File: src/rtl/decoder_scan_sequencer_pkg.sv
`default_nettype none
// ============================================================================
// Module : scan_pkg
// Brief  : Shared state encoding, constants and line-search helper for the
//          decoder scan sequencer.
// Rev    : 1.0
// ============================================================================
package scan_pkg;

  typedef enum logic [1:0] {
    IDLE   = 2'd0,
    ACTIVE = 2'd1,
    BLANK  = 2'd2
  } scan_state_t;

  localparam logic DEC_OFF   = 1'b1;
  localparam int   NUM_LINES = 4;

  // Lowest unmasked line index >= from; bit 2 flags that one was found.
  function automatic logic [2:0] find_line(input logic [3:0] mask, input logic [2:0] from);
    logic [2:0] res;
    res = 3'b000;
    for (int i = NUM_LINES - 1; i >= 0; i--) begin
      if (!mask[i] && (3'(i) >= from)) res = {1'b1, 2'(i)};
    end
    return res;
  endfunction

endpackage
`default_nettype wire

File: src/rtl/decoder_scan_sequencer_if.sv
`default_nettype none
// ============================================================================
// Module : decoder_scan_sequencer_if
// Brief  : Control/status bundle between a scan controller and the sequencer.
//          mask exists only when SCAN_MASK_EN is defined.
// Rev    : 1.0
// ============================================================================
interface decoder_scan_sequencer_if #(
  parameter int DWELL_W = 8
);
  logic               start;
  logic               stop;
  logic [DWELL_W-1:0] dwell;
  logic               dec_enable;
  logic [1:0]         dec_in;
  logic               busy;
  logic               line_done;
  logic               frame_done;
`ifdef SCAN_MASK_EN
  logic [3:0]         mask;

  modport master (
    output start, stop, dwell, mask,
    input  dec_enable, dec_in, busy, line_done, frame_done
  );
  modport slave (
    input  start, stop, dwell, mask,
    output dec_enable, dec_in, busy, line_done, frame_done
  );
`else
  modport master (
    output start, stop, dwell,
    input  dec_enable, dec_in, busy, line_done, frame_done
  );
  modport slave (
    input  start, stop, dwell,
    output dec_enable, dec_in, busy, line_done, frame_done
  );
`endif
endinterface
`default_nettype wire

File: src/rtl/decoder_scan_sequencer_timer.sv
`default_nettype none
// ============================================================================
// Module : scan_timer
// Brief  : Loadable down-counter; expire is high while the count is zero.
// Rev    : 1.0
// ============================================================================
module scan_timer #(
  parameter int W = 8
) (
  input  wire logic         clk,
  input  wire logic         rst,
  input  wire logic         load,
  input  wire logic [W-1:0] value,
  output logic              expire
);

  logic [W-1:0] count;

  always_ff @(posedge clk or posedge rst) begin
    if (rst) begin
      count <= '0;
    end else if (load) begin
      count <= value;
    end else if (count != '0) begin
      count <= count - 1'b1;
    end
  end

  assign expire = (count == '0);

endmodule
`default_nettype wire

File: src/rtl/decoder_scan_sequencer.sv
`default_nettype none
// ============================================================================
// Module : decoder_scan_sequencer
// Brief  : Scans the four 2-to-4 decoder lines with programmable dwell and a
//          blanking gap. Optional line skipping via macro SCAN_MASK_EN.
// Rev    : 1.0
// ============================================================================
module decoder_scan_sequencer
  import scan_pkg::*;
#(
  parameter int DWELL_W      = 8,
  parameter int BLANK_CYCLES = 2
) (
  input wire logic               clk,
  input wire logic               rst,
  decoder_scan_sequencer_if.slave bus
);

  localparam int TW = (DWELL_W > $clog2(BLANK_CYCLES + 1)) ? DWELL_W : $clog2(BLANK_CYCLES + 1);
  localparam logic [TW-1:0] BLANK_LOAD = (BLANK_CYCLES > 0) ? TW'(BLANK_CYCLES - 1) : '0;

  scan_state_t        state, state_n;
  logic [1:0]         line, line_n;
  logic [DWELL_W-1:0] dwell_q;
  logic [DWELL_W-1:0] dwell_m1_in;
  logic [3:0]         mask_q;
  logic [3:0]         mask_in;
  logic               stop_pending;
  logic               empty_pulse, empty_n;
  logic               latch;
  logic               t_load;
  logic [TW-1:0]      t_val;
  logic               t_expire;
  logic [2:0]         next_find, first_find;
  logic               last_line, phase_end;

  // Timers are loaded with cycles-1 so a zero count marks the final cycle.
  assign dwell_m1_in = (bus.dwell == '0) ? '0 : bus.dwell - 1'b1;

`ifdef SCAN_MASK_EN
  assign mask_in = bus.mask;

  always_ff @(posedge clk or posedge rst) begin
    if (rst) begin
      mask_q <= 4'h0;
    end else if (latch) begin
      mask_q <= mask_in;
    end
  end
`else
  assign mask_in = 4'h0;
  assign mask_q  = 4'h0;
`endif

  assign next_find  = find_line(mask_q, {1'b0, line} + 3'd1);
  assign first_find = find_line(mask_in, 3'd0);
  assign last_line  = !next_find[2];
  assign phase_end  = t_expire &&
                      (((state == ACTIVE) && (BLANK_CYCLES == 0)) || (state == BLANK));

  scan_timer #(.W(TW)) u_timer (
    .clk    (clk),
    .rst    (rst),
    .load   (t_load),
    .value  (t_val),
    .expire (t_expire)
  );

  // State register
  always_ff @(posedge clk or posedge rst) begin
    if (rst) begin
      state <= IDLE;
      line  <= 2'd0;
    end else begin
      state <= state_n;
      line  <= line_n;
    end
  end

  always_ff @(posedge clk or posedge rst) begin
    if (rst) begin
      dwell_q      <= '0;
      stop_pending <= 1'b0;
      empty_pulse  <= 1'b0;
    end else begin
      empty_pulse <= empty_n;
      if (latch) dwell_q <= dwell_m1_in;
      if (state_n == IDLE) begin
        stop_pending <= 1'b0;
      end else if ((state != IDLE) && bus.stop) begin
        stop_pending <= 1'b1;
      end
    end
  end

  // Next-state logic
  always_comb begin
    state_n = state;
    line_n  = line;
    t_load  = 1'b0;
    t_val   = '0;
    latch   = 1'b0;
    empty_n = 1'b0;

    case (state)
      IDLE: begin
        if (bus.start && !bus.stop) begin
          latch = 1'b1;
          if (first_find[2]) begin
            state_n = ACTIVE;
            line_n  = first_find[1:0];
            t_load  = 1'b1;
            t_val   = TW'(dwell_m1_in);
          end else begin
            empty_n = 1'b1;
          end
        end
      end
      ACTIVE: begin
        if (t_expire && (BLANK_CYCLES > 0)) begin
          state_n = BLANK;
          t_load  = 1'b1;
          t_val   = BLANK_LOAD;
        end
      end
      default: ;
    endcase

    if (phase_end) begin
      if (!last_line) begin
        state_n = ACTIVE;
        line_n  = next_find[1:0];
        t_load  = 1'b1;
        t_val   = TW'(dwell_q);
      end else if (stop_pending) begin
        state_n = IDLE;
        line_n  = 2'd0;
      end else begin
        // Frame boundary: new dwell and mask take effect from line 0 onward.
        latch = 1'b1;
        if (first_find[2]) begin
          state_n = ACTIVE;
          line_n  = first_find[1:0];
          t_load  = 1'b1;
          t_val   = TW'(dwell_m1_in);
        end else begin
          state_n = IDLE;
          line_n  = 2'd0;
          empty_n = 1'b1;
        end
      end
    end
  end

  // Output decode, from registered state only
  always_comb begin
    bus.dec_enable = (state == ACTIVE) ? ~DEC_OFF : DEC_OFF;
    bus.dec_in     = line;
    bus.busy       = (state != IDLE);
    bus.line_done  = (state == ACTIVE) && t_expire;
    bus.frame_done = (phase_end && last_line) || empty_pulse;
  end

endmodule
`default_nettype wire

File: src/flat_wrapper.sv
// flat-port wrapper written by rule: the top's interface ports become plain ports
module decoder_scan_sequencer_flat import scan_pkg::*;
#(
  parameter int DWELL_W      = 8,
  parameter int BLANK_CYCLES = 2
)
  (clk, rst, bus_start, bus_stop, bus_dwell, bus_dec_enable, bus_dec_in, bus_busy, bus_line_done, bus_frame_done);
  decoder_scan_sequencer_if #(.DWELL_W(DWELL_W)) bus_i ();
  input wire logic clk;
  input wire logic rst;
  input wire logic [$bits(bus_i.start)-1:0] bus_start;
  input wire logic [$bits(bus_i.stop)-1:0] bus_stop;
  input wire logic [$bits(bus_i.dwell)-1:0] bus_dwell;
  output wire logic [$bits(bus_i.dec_enable)-1:0] bus_dec_enable;
  output wire logic [$bits(bus_i.dec_in)-1:0] bus_dec_in;
  output wire logic [$bits(bus_i.busy)-1:0] bus_busy;
  output wire logic [$bits(bus_i.line_done)-1:0] bus_line_done;
  output wire logic [$bits(bus_i.frame_done)-1:0] bus_frame_done;
  assign bus_i.start = bus_start;
  assign bus_i.stop = bus_stop;
  assign bus_i.dwell = bus_dwell;
  assign bus_dec_enable = bus_i.dec_enable;
  assign bus_dec_in = bus_i.dec_in;
  assign bus_busy = bus_i.busy;
  assign bus_line_done = bus_i.line_done;
  assign bus_frame_done = bus_i.frame_done;
  decoder_scan_sequencer #(.DWELL_W(DWELL_W), .BLANK_CYCLES(BLANK_CYCLES)) u_core (.clk(clk), .rst(rst), .bus(bus_i));
endmodule
File: config.mk
export PLATFORM = sky130hd
export DESIGN_NAME = decoder_scan_sequencer_flat
export DESIGN_NICKNAME = d
export VERILOG_FILES = /design/src/rtl/decoder_scan_sequencer_pkg.sv /design/src/rtl/decoder_scan_sequencer_if.sv /design/src/rtl/decoder_scan_sequencer_timer.sv /design/src/rtl/decoder_scan_sequencer.sv /design/src/flat_wrapper.sv
export SDC_FILE = /design/constraint.sdc
export NUM_CORES = 1
export LEC_CHECK = 0
export ABC_AREA = 1
export CELL_PAD_IN_SITES_DETAIL_PLACEMENT = 0
export CELL_PAD_IN_SITES_GLOBAL_PLACEMENT = 2
export CORE_MARGIN = 5
export CORE_UTILIZATION = 33
export CTS_BUF_LIST = sky130_fd_sc_hd__clkbuf_4 sky130_fd_sc_hd__clkbuf_8
export CTS_CLUSTER_DIAMETER = 40
export CTS_CLUSTER_SIZE = 40
export DETAILED_ROUTE_END_ITERATION = 10
export GPL_TIMING_DRIVEN = 0
export PLACE_DENSITY_LB_ADDON = 0.12
export REMOVE_ABC_BUFFERS = 1
export SLEW_MARGIN = 5
export SYNTH_ARGS = -nofsm -noshare
export SYNTH_HDL_FRONTEND = slang
export SYNTH_SLANG_ARGS = --single-unit
File: constraint.sdc
create_clock -name clk -period 2 [get_ports clk]
set_clock_uncertainty 0.1 [all_clocks]
set_input_delay 0.4 -clock clk [delete_from_list [all_inputs] [get_ports clk]]
set_output_delay 0.4 -clock clk [all_outputs]
set_load 0.02 [all_outputs]
==> results by group <==
Outcome
  – Status: completed

Timing
  – Final Setup Violations: 0
  – Period minus WS final: 1.925 ns
  – Fmax: 519.5 MHz
  – Slew @ Worst Pin: 0.8758 ns
  – Rel. slew slack: 0.4155
  – Final hold violation count: 0
  – Period utilisation layout: 0.9625
  – RSZ-0062 raised after global routing: true
  – Final slew viol count: 0
  – Slack of the critical path: 0.07501 ns

Die
  – Starting Density: 0.3383
  – Number of placed I/O pins: 18
  – Chip Width: 79.58 um
  – Rows: 25
  – Core Region: 4723 um^2
  – Die Ht: 79.58 um
  – Die Area: around 6300 um^2

Synthesis
  – Yosys warns: 0
  – Post-synthesis instance total: 221
  – Synth Cell Area: roughly 1600 um^2
  – Post-synthesis sequential area ratio: 0.3289
  – Syn_area_per_cell: approximately 7.2 um^2
  – Leading area contributor after synthesis: dfrtp_1
  – Synth top area cells: dfrtp_1, nand2_1, nand3_1
  – Unique masters post-synth: 27
  – Number of synthesized register bits: 21
  – Yosys top cell area share: 0.3289

Pwr
  – Sw frac: 0.2443
  – P_leak: ~1.0 nW
  – P_int: 0.5939 mW
  – Peak supply drop: 0.1864 mV
  – Seq pwr share: 0.540
  – Power, Total: 0.7858 mW
  – Clock network fraction of total power: 0.365
  – Gate power share: 0.095
  – NetSw: 0.1920 mW
  – Pwr/cell area: 397.0 nW/um^2

Clock tree
  – Reg clk slew, reported paths: about 0.080 ns
  – H-tree depth: 1
  – Root buf cell: clkbuf_8
  – Clock latency on the worst-skew pair: 0.27 ns
  – Clock Path Buffers: 2
  – Sink Count: 21
  – Total CTS buffers: 3
  – TritonCTS clock tree: built
  – # hold bufs at CTS: 0

Setup path
  – Crit path launch type: register
  – CP Launch Point: u_core.u_timer.count[1]
  – Reg2reg end: u_core.u_timer.count[3]
  – CP Class: register to output pin
  – WP data arrival: 1.42 ns
  – Worst setup path endpoint: bus_frame_done
  – Crit Path Max Fanout: 3
  – Delay of the slowest critical-path stage: around 0.40 ns
  – Worst endpoint required time: approximately 1.5 ns
  – Critical path's slowest cell: dfrtp_1
  – Crit. End Element: output pin
  – FF-to-FF Start: u_core.u_timer.count[1]
  – Worst reg2reg setup slack: around 0.13 ns
  – Crit-path cells: inv_2, ha_4, nand2_4, nor2_8, nand2_4, nor2_2, buf_6
  – CP dominant cell by count: nand2_4
  – Reg2reg path depth: 11

Place
  – # placed instances: 302
  – Port bufs: 17
  – Placed inst area: ~1800 um^2
  – Setup slack after placement: -0.4990 ns
  – DP HPWL: approximately 3.1 mm
  – Final Wtd Congestion: 0.9010

Route
  – DRT iter0 DRCs: 69
  – Pre-antenna DRT Iters: 4
  – Post-route antenna net violation count: 0
  – Post-Route M1 WL: 1.897 mm
  – Routed wl met2: ~1.9 mm
  – Routed met3 length: 99 um
  – DRC viols: 0
  – Final WL: a little under 4 mm
  – Drt wl/cell: 12.40 um
  – DR vias: 1,447
  – Top Layer Used: met4
  – Avg Vias per Cell: 4.594

Hold path
  – Hold Startpoint: u_core.dwell_q[6]
  – Hold crit path type: register to register

Final layout
  – Post-route cell area: between 1500 and 2000 um^2
  – Ant. Diodes: 0
  – Fin nets: 266
  – Area added between synthesis and finish: 23.88%
  – Share of cells above drive strength 1: 0.2339
  – Post-Layout Cell Count: 315
  – Share of the core filled with cells: 0.4191

Global routing
  – Initial antenna violation count: 0
  – GRT overflow: 0
  – Vias in the first global route: 1,422
  – Largest net degree at the start of global routing: 22
  – First-pass GRT wire length: 6.672 mm
  – Gr usage total: 0.1348

Flow run
  – Max-cap violations: 0
-- layer usage --
layer / vias to the layer above / track usage
met5: - / 0
met1: 660 / 0.1794
li1: 766 / -
met4: 0 / 0.03780
met2: 17 / 0.2220
met3: 4 / 0.02483
-- logic make-up after synthesis --
| kind of cell | count (synthesis) | synth area share |
|---|---|---|
| adders and majority gates | 5 | 0.03915 |
| xor gates and xnor gates | 6 | 0.03289 |
| DFF | 21 | 0.3289 |
| buffers and inverters | 34 | 0.09005 |
| AOI/OAI and AO/OA | 22 | 0.08927 |
| and+or+nand+nor | 133 | 0.4197 |
-- synth_stat cells (all sizes together) --
cell type  number
xor2            4
nor3            2
dfrtp          21
inv            31
nand2          61
nand3          30
o31ai           1
nand4           7
o21ai          14
ha              5
buf             3
xnor2           2
or2             1
a21oi           7
nor2           32
-- layout by cell type, fill, tap and decap left out, types with 7 or more instances in the layout --
cell type        synthesis  layout
nand2_1                 51      48
nand3_1                 27      27
inv_1                   28      25
nor2_1                  27      23
dfrtp_1                 21      21
clkdlybuf4s50_1          0      13
nand2_2                  6       9
buf_4                    0       8
o21ai_0                  7       7
nand4_1                  7       7
o21ai_2                  7       7
-- power groups by stage --
stage	clock network [mW]	registers, mW	logic [mW]
after floorplan	0	0.433	0.0373
after global routing	0.322	0.424	0.0845
final	0.287	0.424	0.0749
after detailed placement	0	0.433	0.0735
after CTS	0.298	0.424	0.0741
after global placement	0	0.433	0.0727
-- critical path, delay by kind of cell, from the launching register on --
family                     cells  cell delay (ns)
adders and majority gates      1             0.16
buffers and inverters          2             0.19
DFF                            1             0.40
and+or+nand+nor                4             0.41
-- repair_timing --
item | CTS | global route
cloned | 0 | 1
buffers inserted | 4 | 4
pin swaps | 2 | 1
setup endpoints to repair | 10 | 10
gates resized for setup | 20 | 10
-- flip-flops by register name, summed over array words and instances, names as in the netlist --
signal	count
u_core.dwell_q	8
u_core.u_timer.count	8
u_core.bus.dec_in	2
u_core.state	2
u_core.stop_pending	1
-- metrics by stage --
stage | hold slack, ns | TNS (ns)
global route | 0.4103 | -0.009633
floorplan | 0.2765 | 0
global placement | 0.3598 | -4.941
finish | 0.3869 | 0
CTS | 0.3916 | -0.008098
detailed placement | 0.3709 | -4.720
-- layout make-up --
cell class	instances	area [um^2]
fillers	518	2744
multi-input cells	167	977.2
flip-flops and latches	21	525.5
repair buffers	25	230.2
inverters	31	116.4
well taps	67	83.83
clock buffers	3	41.29
clock inverters	1	5.005
-- worst min-delay path by stage --
stage                                 to  cells after the start
finish                 u_core.dwell_q[6]                      2
global placement       u_core.dwell_q[3]                      2
global route           u_core.dwell_q[2]                      2
detailed placement     u_core.dwell_q[2]                      2
floorplan           u_core.bus.dec_in[0]                      1
CTS                    u_core.dwell_q[2]                      2
(Power assumes the default switching activity.)
